**src/rtl/pipeline_stall_ctrl_pkg.sv**
```systemverilog
// Shared pipeline header: stage indices, stall vector width and flush FSM encoding.
package pipeline_stall_ctrl_pkg;

  localparam int unsigned StallWidth = 5;

  localparam int unsigned StageIf  = 0;
  localparam int unsigned StageId  = 1;
  localparam int unsigned StageEx  = 2;
  localparam int unsigned StageMem = 3;
  localparam int unsigned StageWb  = 4;

  typedef enum logic [1:0] {
    StIdle  = 2'b00,
    StFlush = 2'b01,
    StDrain = 2'b10
  } flush_state_e;

endpackage

```
**src/rtl/pipeline_stall_ctrl_if.sv**
```systemverilog
// Stall controller <-> pipeline signal bundle. The controller side is the master.
interface pipeline_stall_ctrl_if
  import pipeline_stall_ctrl_pkg::*;
#(
  parameter int unsigned AddrWidth  = 32,
  parameter int unsigned McCntWidth = 6
) ();

  logic                  if_busy;
  logic                  id_hazard;
  logic                  ex_mc_start;
  logic [McCntWidth-1:0] ex_mc_cycles;
  logic                  mem_busy;
  logic                  exc_req;
  logic [AddrWidth-1:0]  exc_pc;

  logic [StallWidth-1:0] stall;
  logic                  flush;
  logic [AddrWidth-1:0]  flush_pc;
  logic                  fetch_discard;
  logic                  mc_busy;

  modport master (
    input  if_busy, id_hazard, ex_mc_start, ex_mc_cycles, mem_busy, exc_req, exc_pc,
    output stall, flush, flush_pc, fetch_discard, mc_busy
  );

  modport slave (
    output if_busy, id_hazard, ex_mc_start, ex_mc_cycles, mem_busy, exc_req, exc_pc,
    input  stall, flush, flush_pc, fetch_discard, mc_busy
  );

endinterface

```
**src/rtl/pipeline_stall_ctrl_mc_countdown.sv**
```systemverilog
// Multi-cycle EX occupancy counter: loads N-1, counts down to zero, clear dominates.
module mc_countdown #(
  parameter int unsigned CntWidth = 6
) (
  input  logic                clk_i,
  input  logic                rst_ni,
  input  logic                clear_i,
  input  logic                load_i,
  input  logic [CntWidth-1:0] load_val_i,
  output logic                busy_o,
  output logic                ge2_o
);

  logic [CntWidth-1:0] cnt_q, cnt_d;

  // Next count: a new load is only accepted once the previous op has drained.
  always_comb begin
    cnt_d = cnt_q;
    if (clear_i) begin
      cnt_d = '0;
    end else if (cnt_q != '0) begin
      cnt_d = cnt_q - CntWidth'(1);
    end else if (load_i) begin
      cnt_d = load_val_i - CntWidth'(1);
    end
  end

  // Counter register.
  always_ff @(posedge clk_i or negedge rst_ni) begin
    if (!rst_ni) begin
      cnt_q <= '0;
    end else begin
      cnt_q <= cnt_d;
    end
  end

  assign busy_o = (cnt_q != '0);
  assign ge2_o  = (cnt_q >= CntWidth'(2));

endmodule

```
**src/rtl/pipeline_stall_ctrl.sv**
```systemverilog
// Central stall/flush generator for the five-stage pipeline.
// Optional build macro PIPE_STALL_CTRL_PERF_EN adds saturating stall/flush perf counters.
module pipeline_stall_ctrl
  import pipeline_stall_ctrl_pkg::*;
#(
  parameter int unsigned AddrWidth  = 32,
  parameter int unsigned McCntWidth = 6
) (
  input  logic                  clk_i,
  input  logic                  rst_ni,
`ifdef PIPE_STALL_CTRL_PERF_EN
  output logic [31:0]           perf_stall_cnt_o,
  output logic [31:0]           perf_flush_cnt_o,
`endif
  pipeline_stall_ctrl_if.master bus
);

  flush_state_e          state_q;
  logic                  flush_q;
  logic                  fetch_discard_q;
  logic [AddrWidth-1:0]  flush_pc_q;

  logic                  n_ge2;
  logic                  take_exc;
  logic                  mc_load;
  logic                  mc_busy;
  logic                  mc_ge2;
  logic [3:0]            req;
  logic [3:0]            req_eff;
  logic [StallWidth-1:0] stall;

  assign n_ge2    = (bus.ex_mc_cycles >= McCntWidth'(2));
  assign take_exc = (state_q == StIdle) && bus.exc_req && !bus.mem_busy;
  // A flush taken in the same cycle as a start wins: the op is never loaded.
  assign mc_load  = bus.ex_mc_start && n_ge2 && !take_exc;

  mc_countdown #(
    .CntWidth (McCntWidth)
  ) u_mc_countdown (
    .clk_i      (clk_i),
    .rst_ni     (rst_ni),
    .clear_i    (state_q == StFlush),
    .load_i     (mc_load),
    .load_val_i (bus.ex_mc_cycles),
    .busy_o     (mc_busy),
    .ge2_o      (mc_ge2)
  );

  // Per-stage hold requests and the cumulative stall vector (downstream holds upstream).
  always_comb begin
    req[StageIf]  = bus.if_busy || (state_q == StDrain);
    req[StageId]  = bus.id_hazard;
    req[StageEx]  = (bus.ex_mc_start && n_ge2 && !mc_busy) || mc_ge2;
    req[StageMem] = bus.mem_busy;
    req_eff       = req;
    if (state_q == StFlush) begin
      req_eff[3:1] = 3'b000;
    end
    stall           = '0;
    stall[StageMem] = req_eff[3];
    stall[StageEx]  = |req_eff[3:2];
    stall[StageId]  = |req_eff[3:1];
    stall[StageIf]  = |req_eff[3:0];
    stall[StageWb]  = 1'b0;
  end

  // Flush sequencer with registered flush, target PC and fetch-discard outputs.
  always_ff @(posedge clk_i or negedge rst_ni) begin
    if (!rst_ni) begin
      state_q         <= StIdle;
      flush_q         <= 1'b0;
      flush_pc_q      <= '0;
      fetch_discard_q <= 1'b0;
    end else begin
      unique case (state_q)
        StIdle: begin
          if (take_exc) begin
            state_q    <= StFlush;
            flush_q    <= 1'b1;
            flush_pc_q <= bus.exc_pc;
          end
        end
        StFlush: begin
          flush_q <= 1'b0;
          if (bus.if_busy) begin
            state_q         <= StDrain;
            fetch_discard_q <= 1'b1;
          end else begin
            state_q <= StIdle;
          end
        end
        StDrain: begin
          // The fetch still in flight when flush hit must be dropped when it returns.
          if (!bus.if_busy) begin
            state_q         <= StIdle;
            fetch_discard_q <= 1'b0;
          end
        end
        default: begin
          state_q         <= StIdle;
          flush_q         <= 1'b0;
          fetch_discard_q <= 1'b0;
        end
      endcase
    end
  end

  assign bus.stall         = stall;
  assign bus.flush         = flush_q;
  assign bus.flush_pc      = flush_pc_q;
  assign bus.fetch_discard = fetch_discard_q;
  assign bus.mc_busy       = mc_busy;

`ifdef PIPE_STALL_CTRL_PERF_EN
  logic [31:0] perf_stall_cnt_q;
  logic [31:0] perf_flush_cnt_q;

  // Saturating event counters: IF-stall cycles and FLUSH entries.
  always_ff @(posedge clk_i or negedge rst_ni) begin
    if (!rst_ni) begin
      perf_stall_cnt_q <= '0;
      perf_flush_cnt_q <= '0;
    end else begin
      if (stall[StageIf] && (perf_stall_cnt_q != '1)) begin
        perf_stall_cnt_q <= perf_stall_cnt_q + 32'd1;
      end
      if (take_exc && (perf_flush_cnt_q != '1)) begin
        perf_flush_cnt_q <= perf_flush_cnt_q + 32'd1;
      end
    end
  end

  assign perf_stall_cnt_o = perf_stall_cnt_q;
  assign perf_flush_cnt_o = perf_flush_cnt_q;
`endif

endmodule

```
**src/flat_wrapper.sv**
```systemverilog
// flat-port wrapper written by rule: the top's interface ports become plain ports
module pipeline_stall_ctrl_flat import pipeline_stall_ctrl_pkg::*;
#(
  parameter int unsigned AddrWidth  = 32,
  parameter int unsigned McCntWidth = 6
)
  (clk_i, rst_ni, bus_if_busy, bus_id_hazard, bus_ex_mc_start, bus_ex_mc_cycles, bus_mem_busy, bus_exc_req, bus_exc_pc, bus_stall, bus_flush, bus_flush_pc, bus_fetch_discard, bus_mc_busy);
  pipeline_stall_ctrl_if #(.AddrWidth(AddrWidth), .McCntWidth(McCntWidth)) bus_i ();
  input  logic clk_i;
  input  logic rst_ni;
  input wire logic [$bits(bus_i.if_busy)-1:0] bus_if_busy;
  input wire logic [$bits(bus_i.id_hazard)-1:0] bus_id_hazard;
  input wire logic [$bits(bus_i.ex_mc_start)-1:0] bus_ex_mc_start;
  input wire logic [$bits(bus_i.ex_mc_cycles)-1:0] bus_ex_mc_cycles;
  input wire logic [$bits(bus_i.mem_busy)-1:0] bus_mem_busy;
  input wire logic [$bits(bus_i.exc_req)-1:0] bus_exc_req;
  input wire logic [$bits(bus_i.exc_pc)-1:0] bus_exc_pc;
  output wire logic [$bits(bus_i.stall)-1:0] bus_stall;
  output wire logic [$bits(bus_i.flush)-1:0] bus_flush;
  output wire logic [$bits(bus_i.flush_pc)-1:0] bus_flush_pc;
  output wire logic [$bits(bus_i.fetch_discard)-1:0] bus_fetch_discard;
  output wire logic [$bits(bus_i.mc_busy)-1:0] bus_mc_busy;
  assign bus_i.if_busy = bus_if_busy;
  assign bus_i.id_hazard = bus_id_hazard;
  assign bus_i.ex_mc_start = bus_ex_mc_start;
  assign bus_i.ex_mc_cycles = bus_ex_mc_cycles;
  assign bus_i.mem_busy = bus_mem_busy;
  assign bus_i.exc_req = bus_exc_req;
  assign bus_i.exc_pc = bus_exc_pc;
  assign bus_stall = bus_i.stall;
  assign bus_flush = bus_i.flush;
  assign bus_flush_pc = bus_i.flush_pc;
  assign bus_fetch_discard = bus_i.fetch_discard;
  assign bus_mc_busy = bus_i.mc_busy;
  pipeline_stall_ctrl #(.AddrWidth(AddrWidth), .McCntWidth(McCntWidth)) u_core (.clk_i(clk_i), .rst_ni(rst_ni), .bus(bus_i));
endmodule
```
**config.mk**
```make
export PLATFORM = sky130hd
export DESIGN_NAME = pipeline_stall_ctrl_flat
export DESIGN_NICKNAME = d
export VERILOG_FILES = /design/src/rtl/pipeline_stall_ctrl_pkg.sv /design/src/rtl/pipeline_stall_ctrl_if.sv /design/src/rtl/pipeline_stall_ctrl_mc_countdown.sv /design/src/rtl/pipeline_stall_ctrl.sv /design/src/flat_wrapper.sv
export SDC_FILE = /design/constraint.sdc
export NUM_CORES = 1
export LEC_CHECK = 0
export ABC_CLOCK_PERIOD_IN_PS = 1800
export BUFFER_PORTS_ARGS = -buffer_cell sky130_fd_sc_hd__clkbuf_2
export CORE_MARGIN = 10
export CORE_UTILIZATION = 35
export CTS_CLUSTER_DIAMETER = 50
export DETAILED_ROUTE_END_ITERATION = 16
export GPL_ROUTABILITY_DRIVEN = 0
export PLACE_DENSITY_LB_ADDON = 0.25
export SYNTH_ARGS = -nofsm -noshare
export SYNTH_HDL_FRONTEND = slang
export SYNTH_SLANG_ARGS = --single-unit
```
**constraint.sdc**
```tcl
create_clock -name clk_i -period 1.8 [get_ports clk_i]
set_input_delay 0.36 -clock clk_i [delete_from_list [all_inputs] [get_ports clk_i]]
set_output_delay 0.36 -clock clk_i [all_outputs]
set_load 0.05 [all_outputs]
```
==> impl_metrics.env, run 1 <==
export IMPL_postRouteAntennaNets=0
export IMPL_hp_class="in -> async"
export IMPL_critPathMaxFanout=3
export IMPL_diodes=0
export IMPL_place_inst=304
export IMPL_fillCellCount=466
export IMPL_p_sw_frac=0.419
export IMPL_clkTransAtPathRegs_ns=0.08
export IMPL_avgSynthCellArea_sq_um=13.7
export IMPL_ioPinCount=85
export IMPL_yosysWarnings=0
export IMPL_vias=1491
export IMPL_final_max_slew_viol_count=0
export IMPL_instances_no_fill=317
export IMPL_grt_pass1_wl_um=8190
export IMPL_cts_buffer_depth=2
export IMPL_pwr_density_cell_nw_per_um2=1510
export IMPL_hold_viol=0
export IMPL_finalNetCount=292
export IMPL_crit_chain="or4_4, or3_4, a2111oi_4, nor2_4, buf_8"
export IMPL_critPathMaxStageDelay_ns=0.54
export IMPL_drt_iter0_drc=50
export IMPL_worstReg2RegEnd="u_core.u_mc_countdown.cnt_q[4]"
export IMPL_endpoint_kind="output pin"
export IMPL_grt_pass1_vias=1661
export IMPL_ys_ff_latch=42
export IMPL_gr_usage_all_layers=0.117
export IMPL_r2r_setup_slack_ns=-0.45
export IMPL_worst_hold_slack_ns=0.123
export IMPL_areaGrowthSynthToFinish_pct=49.7
export IMPL_crit_type="reg -> out"
export IMPL_worst_pin_slew_ns=0.676
export IMPL_initial_core_util=0.362
export IMPL_fmax_mhz=417
export IMPL_slowest_stage="or4_4"
export IMPL_period_share=1.33
export IMPL_switchingPower_uw=1750
export IMPL_grt_antenna_before_repair=0
export IMPL_finalPower_uw=4190
export IMPL_cts_max_level=2
export IMPL_cts_root_buf="clkbuf_8"
export IMPL_grt_max_degree=43
export IMPL_synth_nets=181
export IMPL_violations="negative setup slack"
export IMPL_period_needed_ns=2.40
export IMPL_setup_tns_ns=-2.50
export IMPL_clkPwrFrac=0.173
export IMPL_dieArea_sq_um=8590
export IMPL_seq_area_frac_synth=0.568
export IMPL_clk_latency_ns=0.29
export IMPL_critical_path_buf_inv_count=1
export IMPL_fp_coreArea_sq_um=5110
export IMPL_status="finished, violations left"
export IMPL_skew_ns=0.00571
export IMPL_leakagePower_uw=0.00132
export IMPL_cts_tree="done"
export IMPL_p_int_uw=2440
export IMPL_r2r_cells=11
export IMPL_required_ns=1.44
export IMPL_finalSetupViolCount=7
export IMPL_ys_flop_type="dfrtp_1"
export IMPL_wl_per_cell_um=15.6
export IMPL_ys_types=38
export IMPL_die_w_um=92.7
export IMPL_vdd_ir_drop_max_mv=0.551
export IMPL_synth_area_sq_um=1850
export IMPL_crit_start="u_core.u_mc_countdown.cnt_q[3]"
export IMPL_comb_power_share=0.511
export IMPL_wirelength_um=4950
export IMPL_rsz0062_at_grt="yes"
export IMPL_synth_edf_count=0
export IMPL_worstReg2RegStart="u_core.u_mc_countdown.cnt_q[3]"
export IMPL_rows=26
export IMPL_cts_sinks=42
export IMPL_slew_headroom=0.547
export IMPL_cap_violations=0
export IMPL_ys_async_sr_fraction=1.00
export IMPL_fp_dieH_um=92.7
export IMPL_layout_setup_ws_ns=-0.600
export IMPL_pwr_share_seq=0.316
export IMPL_syn_inst=135
export IMPL_drc=0
export IMPL_cp_top_family="simple AND/OR/NAND/NOR gates"
export IMPL_globalRoute_totalOverflow=0
export IMPL_cp_start_kind="flip-flop"
export IMPL_io_buffers=83
export IMPL_drive_above_1_share=0.660
export IMPL_vias_per_cell=4.70
export IMPL_dr_pass1_iters=4
export IMPL_dpl_hpwl_um=3720
export IMPL_cts_inserted_buffers=5
export IMPL_cp_arrival_ns=2.04
## layout by cell type (no fill, tap or decap), types with 2 or more instances in the layout
cell / synthesis / final
inv_1: 2 / 2
a21oi_1: 5 / 4
buf_4: 1 / 20
or3_1: 2 / 2
nor2_4: 0 / 2
clkbuf_1: 0 / 2
buf_8: 0 / 4
a31oi_1: 4 / 4
a2111oi_4: 1 / 2
a21o_1: 2 / 2
a211oi_1: 3 / 3
buf_6: 0 / 4
clkbuf_2: 0 / 78
clkbuf_8: 0 / 6
dfrtp_1: 42 / 41
mux2_2: 30 / 30
or2_2: 2 / 2
nand2_1: 3 / 2
mux2_1: 2 / 2
nor2_1: 9 / 7
## kinds of logic after synthesis
kind of cell / synth area share
other cells: 0.00203
flops: 0.568
simple gates: 0.0988
compound gates: 0.104
xor+xnor: 0.00947
mux: 0.195
buf+inv: 0.0162
fa+ha+maj: 0.00676
## timing repair
item                                    CTS  global route
pin swaps                                 2             3
gates resized for setup                  18             9
endpoints found under the setup margin    7             9
setup buffers                             3             2
hold buffers                              0             0
## metrics by stage
step / cell area (sq um) / setup WS, ns / util
after global routing: 2770 / -0.670 / 0.542
after detailed placement: 2530 / -0.361 / 0.495
after global placement: 2530 / -0.340 / 0.495
after floorplan: 1880 / -0.248 / -
after CTS: 2730 / -0.630 / 0.534
final: 2770 / -0.600 / 0.542
## worst max-delay path by stage
stage | endpoint | slack (ns) | cells after the start
2_1_floorplan | bus_stall[0] | -0.25 | 4
3_3_place_gp | bus_stall[0] | -0.34 | 5
3_5_place_dp | bus_stall[0] | -0.36 | 5
4_1_cts | bus_stall[0] | -0.63 | 5
5_1_grt | bus_stall[0] | -0.67 | 5
6_report | bus_stall[0] | -0.60 | 5
## per-layer routing
layer,global-route usage,share of wire,vias to the layer above
li1,-,-,719
met1,0.126,0.38,714
met2,0.199,0.51,52
met3,0.0573,0.095,6
met4,0.0386,0.0089,0
met5,0,0,-
## synth_stat cells, types with 2 or more instances
cell type  count  share of area
dfrtp_1       42           0.57
mux2_1         2          0.012
nand2_1        3         0.0061
nor2_1         9          0.018
or2_2          2         0.0068
a31oi_1        4          0.014
inv_1          2         0.0041
a311oi_1       2         0.0095
or3_1          2         0.0068
mux2_2        30           0.18
buf_2          3         0.0081
a211oi_1       3          0.012
a21o_1         2         0.0081
a21oi_1        5          0.014
## power groups by stage
stage               clock, uW  sequential (uW)  combinational (uW)
global route              791             1360                2290
global placement            0             1320                1910
detailed placement          0             1330                1920
finish                    725             1320                2140
CTS                       753             1320                2070
floorplan                   0             1970                 682
## flip-flops by register name, summed over array words and instances, names as in the netlist
register,cells
u_core.bus.flush_pc,32
u_core.state_q,2
u_core.bus.flush,1
u_core.u_mc_countdown.cnt_q,6
u_core.bus.fetch_discard,1
## final cells by class
type                    instances  area (sq um)  share of cell area
clock inverters                 1          30.0              0.0108
multi-input cells              87           836               0.302
repair buffers                108           679               0.245
well taps                      70          87.6              0.0316
inverters                       2          7.51             0.00271
flip-flops and latches         42          1050               0.380
clock buffers                   7          76.3              0.0276
Note: power is estimated with default switching activity, not from simulation.
==> run 2, diff against run 1 <==
Settings changed: ABC_AREA set to 1.
==> run 2 against run 1 <==
  * The flow still finishes with violations (negative setup slack)
  * Combinational power decreased by 17%
  * Critical path depth is 3 higher
  * Utilization is 3.4 points lower
  * Critical path type unchanged
==> impl_metrics.env, run 2 <==
export IMPL_ioPinCount=85
export IMPL_postRouteAntennaNets=0
export IMPL_clk_latency_ns=0.29
export IMPL_synth_edf_count=0
export IMPL_cp_start_kind="flip-flop"
export IMPL_final_max_slew_viol_count=0
export IMPL_clkTransAtPathRegs_ns=0.07
export IMPL_initial_core_util=0.364
export IMPL_period_needed_ns=1.96
export IMPL_die_w_um=93.1
export IMPL_cts_buffer_depth=2
export IMPL_yosysWarnings=0
export IMPL_grt_pass1_wl_um=7940
export IMPL_areaGrowthSynthToFinish_pct=39.6
export IMPL_synth_top_area_cell="dfrtp_1"
export IMPL_muxShareOfSynthArea=0
export IMPL_cap_violations=0
export IMPL_hp_class="in -> async"
export IMPL_period_share=1.09
export IMPL_fmax_mhz=511
export IMPL_cts_tree="done"
export IMPL_holdBufCountCts=0
export IMPL_grt_max_degree=30
export IMPL_cts_root_buf="clkbuf_8"
export IMPL_fp_coreArea_sq_um=5140
export IMPL_final_cell_mix="nand2_1, clkbuf_2, dfrtp_1"
export IMPL_finalNetCount=364
export IMPL_wl_per_cell_um=12.9
export IMPL_grt_antenna_before_repair=0
export IMPL_drive_above_1_share=0.381
export IMPL_vdd_ir_drop_max_mv=0.548
export IMPL_critPathMaxFanout=2
export IMPL_drc=0
export IMPL_violations="negative setup slack"
export IMPL_synth_area_sq_um=1870
export IMPL_finalSetupViolCount=2
export IMPL_dpl_cell_area_sq_um=2420
export IMPL_r2r_setup_slack_ns=0.10
export IMPL_required_ns=1.44
export IMPL_largest_reg_flops=32
export IMPL_vias=1656
export IMPL_gr_usage_all_layers=0.114
export IMPL_avgSynthCellArea_sq_um=8.36
export IMPL_preCtsSetupSlack_ns=0.00142
export IMPL_dieArea_sq_um=8670
export IMPL_endpoint_kind="output pin"
export IMPL_cts_max_level=2
export IMPL_globalRoute_totalOverflow=0
export IMPL_synth_top_family_by_area="simple AND/OR/NAND/NOR gates"
export IMPL_synth_area_top_cells="dfrtp_1, nand2_1, inv_1"
export IMPL_ys_async_sr_fraction=1.00
export IMPL_hold_viol=0
export IMPL_io_buffers=83
export IMPL_rsz0062_at_grt="yes"
export IMPL_status="finished, violations left"
export IMPL_leakagePower_uw=0.00152
export IMPL_ys_flop_type="dfrtp_1"
export IMPL_wirelength_um=5020
export IMPL_r2r_cells=12
export IMPL_rows=26
export IMPL_synth_fa_ha_area_frac=0.00668
export IMPL_drt_iter0_drc=100
export IMPL_skew_ns=0.0104
export IMPL_vias_per_cell=4.27
export IMPL_syn_inst=224
export IMPL_crit_type="reg -> out"
export IMPL_final_area_sq_um=2610
export IMPL_synth_simple_area_share=0.327
export IMPL_diodes=0
export IMPL_grt_pass1_vias=1596
export IMPL_synthXorXnorAreaFrac=0.00468
export IMPL_layout_commonest_cell="nand2_1"
export IMPL_post_synth_top_count_cell="nand2_1"
export IMPL_synth_compound_area_frac=0.0368
export IMPL_cts_inserted_buffers=5
export IMPL_cp_arrival_ns=1.60
export IMPL_synth_top_cell_area_share=0.561
export IMPL_ys_types=28
export IMPL_seq_area_frac_synth=0.561
export IMPL_worstReg2RegEnd="u_core.u_mc_countdown.cnt_q[4]"
export IMPL_layout_setup_ws_ns=-0.159
export IMPL_synth_nets=270
export IMPL_ys_ff_latch=42
export IMPL_fp_dieH_um=93.1
export IMPL_dr_pass1_iters=4
export IMPL_worstReg2RegStart="u_core.u_mc_countdown.cnt_q[3]"
export IMPL_worst_hold_slack_ns=0.0205
export IMPL_cts_sinks=42
export IMPL_finalPower_uw=3840
export IMPL_pwr_density_cell_nw_per_um2=1470
export IMPL_dpl_hpwl_um=3840
export IMPL_synth_top_cells_by_count="nand2_1, dfrtp_1, inv_1"
-- run 2: cell types whose count changed in the layout (fill, tap and decap cells not counted), moves of 4 or more --
cell     previous run  this run
a31oi_1             4         0
inv_1               2        18
mux2_2             30         0
nor2_1              7        13
nand4_1             0         4
nand2_1             2       107
buf_4              20         9
-- run 2: final cells by class --
| class | count | area, sq um |
|---|---|---|
| Fill cell | 530 | 2530 |
| Multi-Input combinational cell | 154 | 729 |
| Timing Repair Buffer | 94 | 552 |
| Tap cell | 70 | 87.6 |
| Inverter | 21 | 81.3 |
| Clock buffer | 6 | 82.6 |
| Clock inverter | 1 | 30.0 |
| Sequential cell | 42 | 1050 |
-- run 2: what timing repair did --
item,in CTS,in global routing
pin swaps,1,5
endpoints found under the setup margin,4,5
setup buffers,2,4
gates resized for setup,7,10
-- run 2: cell families (layout without fill, tap and decap cells) --
kind of cell,after synthesis,after routing
other,1,1
XOR/XNOR,1,1
flip-flops,42,42
AND/OR/NAND/NOR,142,142
adder cells (fa/ha/maj),1,1
buffers and inverters,28,122
AO/OA/AOI/OAI,9,9
-- run 2: worst max-delay path by stage --
stage                                   startpoint           end  slack [ns]  cells past startpoint
finish              u_core.u_mc_countdown.cnt_q[3]  bus_stall[0]       -0.16                      8
floorplan                      bus_ex_mc_cycles[4]  bus_stall[2]        0.09                      6
global placement               bus_ex_mc_cycles[3]  bus_stall[0]        0.03                      9
detailed placement             bus_ex_mc_cycles[3]  bus_stall[0]       0.001                      9
CTS                 u_core.u_mc_countdown.cnt_q[2]  bus_stall[0]       -0.19                      8
global route        u_core.u_mc_countdown.cnt_q[3]  bus_stall[0]       -0.27                      8
-- run 2: power breakdown --
part | switching (uW) | internal [uW] | total [uW]
Clock | 309 | 444 | 753
Sequential | 142 | 1160 | 1300
Combinational | 1220 | 564 | 1780
-- run 2: metal layers --
metal | vias to the layer above | part of all wire | track usage | wire length, um
met5 | - | 0 | 0 | 0
met4 | 0 | 0.015 | 0.0424 | 77
met3 | 5 | 0.068 | 0.0424 | 343
met2 | 54 | 0.48 | 0.175 | 2400
met1 | 733 | 0.44 | 0.142 | 2200
li1 | 864 | - | - | -
-- run 2: per-stage QoR --
step | util | setup TNS (ns) | std cells
after floorplan | - | 0 | 224
after global routing | 0.509 | -0.579 | 388
after detailed placement | 0.470 | 0 | 376
after CTS | 0.500 | -0.355 | 385
final | 0.509 | -0.298 | 388
after global placement | 0.470 | 0 | 376
-- run 2: critical path: stages, from the launching register on --
cell	delay, ns
dfrtp_1	0.41
nor2_4	0.13
nand2_2	0.06
nor3_2	0.09
o21ai_1	0.10
or2_1	0.22
nand2_2	0.07
nand3_2	0.07
buf_8	0.16
==> run 3, diff against run 2 <==
Settings changed: PLACE_DENSITY set to 0.66, PLACE_DENSITY_LB_ADDON 0.25 to not set.
==> run 3 against run 2 <==
  * The run still ends with negative setup slack left
  * Power decreased by 3.9%
  * First-iteration DRC count is 59% lower
  * Clock power down 22%
  * Worst hold slack improved by 0.095 ns
  * Clock skew up 0.0012 ns
  * Register-to-register slack about the same
  * Non-clock buffer count up 3
  * Cell count up 1.0%
  * Sequential cell count unchanged
  * Maximum frequency is 0.56% lower
==> impl_metrics.env, run 3 (synthesis results as in run 2) <==
export IMPL_place_inst=379
export IMPL_drc=0
export IMPL_worst_pin_slew_ns=0.534
export IMPL_hold_viol=0
export IMPL_instances_no_fill=392
export IMPL_dieArea_sq_um=8670
export IMPL_pwr_density_cell_nw_per_um2=1430
export IMPL_cp_top_family="simple AND/OR/NAND/NOR gates"
export IMPL_required_ns=1.44
export IMPL_die_w_um=93.1
export IMPL_cap_violations=0
export IMPL_cts_inserted_buffers=5
export IMPL_crit_chain="nor2_4, nand2_2, nor3_2, o21ai_1, or2_1, nand2_2, nand3_2, buf_8"
export IMPL_layout_setup_ws_ns=-0.170
export IMPL_vdd_ir_drop_max_mv=0.631
export IMPL_rows=26
export IMPL_final_max_slew_viol_count=0
export IMPL_fillCellCount=538
export IMPL_cts_tree="done"
export IMPL_vias_per_cell=4.40
export IMPL_leakagePower_uw=0.00152
export IMPL_finalNetCount=367
export IMPL_slew_headroom=0.644
export IMPL_ioPinCount=85
export IMPL_skew_ns=0.0116
export IMPL_drive_above_1_share=0.388
export IMPL_critical_path_buf_inv_count=1
export IMPL_globalRoute_totalOverflow=0
export IMPL_cts_max_level=2
export IMPL_grt_pass1_vias=1793
export IMPL_gr_usage_all_layers=0.121
export IMPL_cts_root_buf="clkbuf_8"
export IMPL_fmax_mhz=508
export IMPL_critPathMaxStageDelay_ns=0.41
export IMPL_cp_start_kind="flip-flop"
export IMPL_hp_class="in -> async"
export IMPL_final_cell_mix="nand2_1, clkbuf_2, dfrtp_1"
export IMPL_fin_util=0.503
export IMPL_endpoint_kind="output pin"
export IMPL_dr_pass1_iters=5
export IMPL_clkTransAtPathRegs_ns=0.08
export IMPL_wirelength_um=5140
export IMPL_drt_iter0_drc=41
export IMPL_slowest_stage="dfrtp_1"
export IMPL_cts_sinks=42
export IMPL_rsz0062_at_grt="yes"
export IMPL_wl_per_cell_um=13.1
export IMPL_io_buffers=83
export IMPL_grt_max_degree=43
export IMPL_areaGrowthSynthToFinish_pct=38.2
export IMPL_period_needed_ns=1.97
export IMPL_cts_buffer_depth=2
export IMPL_period_share=1.09
export IMPL_grt_pass1_wl_um=8530
export IMPL_clk_latency_ns=0.29
export IMPL_initial_core_util=0.364
export IMPL_diodes=0
export IMPL_fp_dieH_um=93.1
export IMPL_cp_arrival_ns=1.61
export IMPL_violations="negative setup slack"
export IMPL_layout_commonest_cell="nand2_1"
export IMPL_finalSetupViolCount=2
export IMPL_cpMostUsedCell="nand2_2"
export IMPL_postRouteAntennaNets=0
export IMPL_dpl_hpwl_um=3800
export IMPL_grt_antenna_before_repair=0
export IMPL_status="finished, violations left"
export IMPL_critPathMaxFanout=2
export IMPL_largest_reg_flops=32
export IMPL_crit_type="reg -> out"
export IMPL_fp_coreArea_sq_um=5140
export IMPL_vias=1723
[run 3: cell types whose count changed in the layout (fill, tap and decap cells not counted), sizes merged]
cell / delta
buf: +3
clkinv: +2
bufinv: -1
[run 3: worst register-to-register path, stage by stage, from the launching register on]
cell and delay [ns]:
dfrtp_1 0.39, nor2_4 0.06, buf_4 0.12, buf_4 0.14
nand3_4 0.10, inv_4 0.05, a21oi_4 0.17, ha_2 0.19
inv_2 0.05, nor3_4 0.15, nand2_1 0.06, nand2_1 0.05
nor2_1 0.04
[run 3: cell type report]
cell class | instances | area (sq um) | area share
Clock buffer | 6 | 72.6 | 0.0280
Clock inverter | 2 | 13.8 | 0.00532
Inverter | 21 | 81.3 | 0.0314
Multi-Input combinational cell | 154 | 732 | 0.283
Sequential cell | 42 | 1050 | 0.406
Tap cell | 70 | 87.6 | 0.0338
Timing Repair Buffer | 97 | 549 | 0.212
[run 3: layer usage]
metal,GRT usage,up-vias,share of wire
met4,0.0386,0,0.013
met3,0.0767,6,0.13
li1,-,866,-
met2,0.171,84,0.41
met1,0.147,767,0.45
met5,0,-,0
[run 3: final timing paths]
| check | endpoint | startpoint | cells after the start | slack, ns |
|---|---|---|---|---|
| max | bus_stall[0] | u_core.u_mc_countdown.cnt_q[2] | 8 | -0.17 |
| min | u_core.bus.flush_pc[15] | rst_ni | 2 | 0.12 |
| max reg2reg | u_core.u_mc_countdown.cnt_q[4] | u_core.u_mc_countdown.cnt_q[2] | 12 | 0.11 |
| min reg2reg | u_core.bus.flush_pc[27] | u_core.bus.flush_pc[27] | 2 | 0.48 |
| max in group asynchronous | u_core.bus.flush | rst_ni | 2 | 1.30 |
| min in group clk_i | u_core.bus.flush_pc[18] | bus_exc_pc[18] | 3 | 0.25 |
[run 3: per-stage QoR]
stage	TNS [ns]	area, sq um	setup WS [ns]	total power (uW)	hold slack [ns]
3_3_place_gp	0	2410	0.0832	2940	0.462
2_1_floorplan	0	1880	0.0898	2520	0.0644
3_5_place_dp	0	2410	0.0559	2980	0.464
4_1_cts	-0.400	2530	-0.212	3610	0.134
5_1_grt	-0.650	2590	-0.284	3970	0.155
6_report	-0.314	2590	-0.170	3690	0.116
[run 3: power breakdown]
group / internal, uW / switching (uW)
registers: 1160 / 143
logic: 566 / 1230
clock network: 274 / 316
total: 2000 / 1690
[run 3: timing repair]
item / CTS / global route
resized for setup: 6 / 11
setup buffers: 1 / 4
gates cloned: 0 / 0
endpoints found under the setup margin: 4 / 5
pin swaps: 0 / 5
hold buffers: 0 / 0
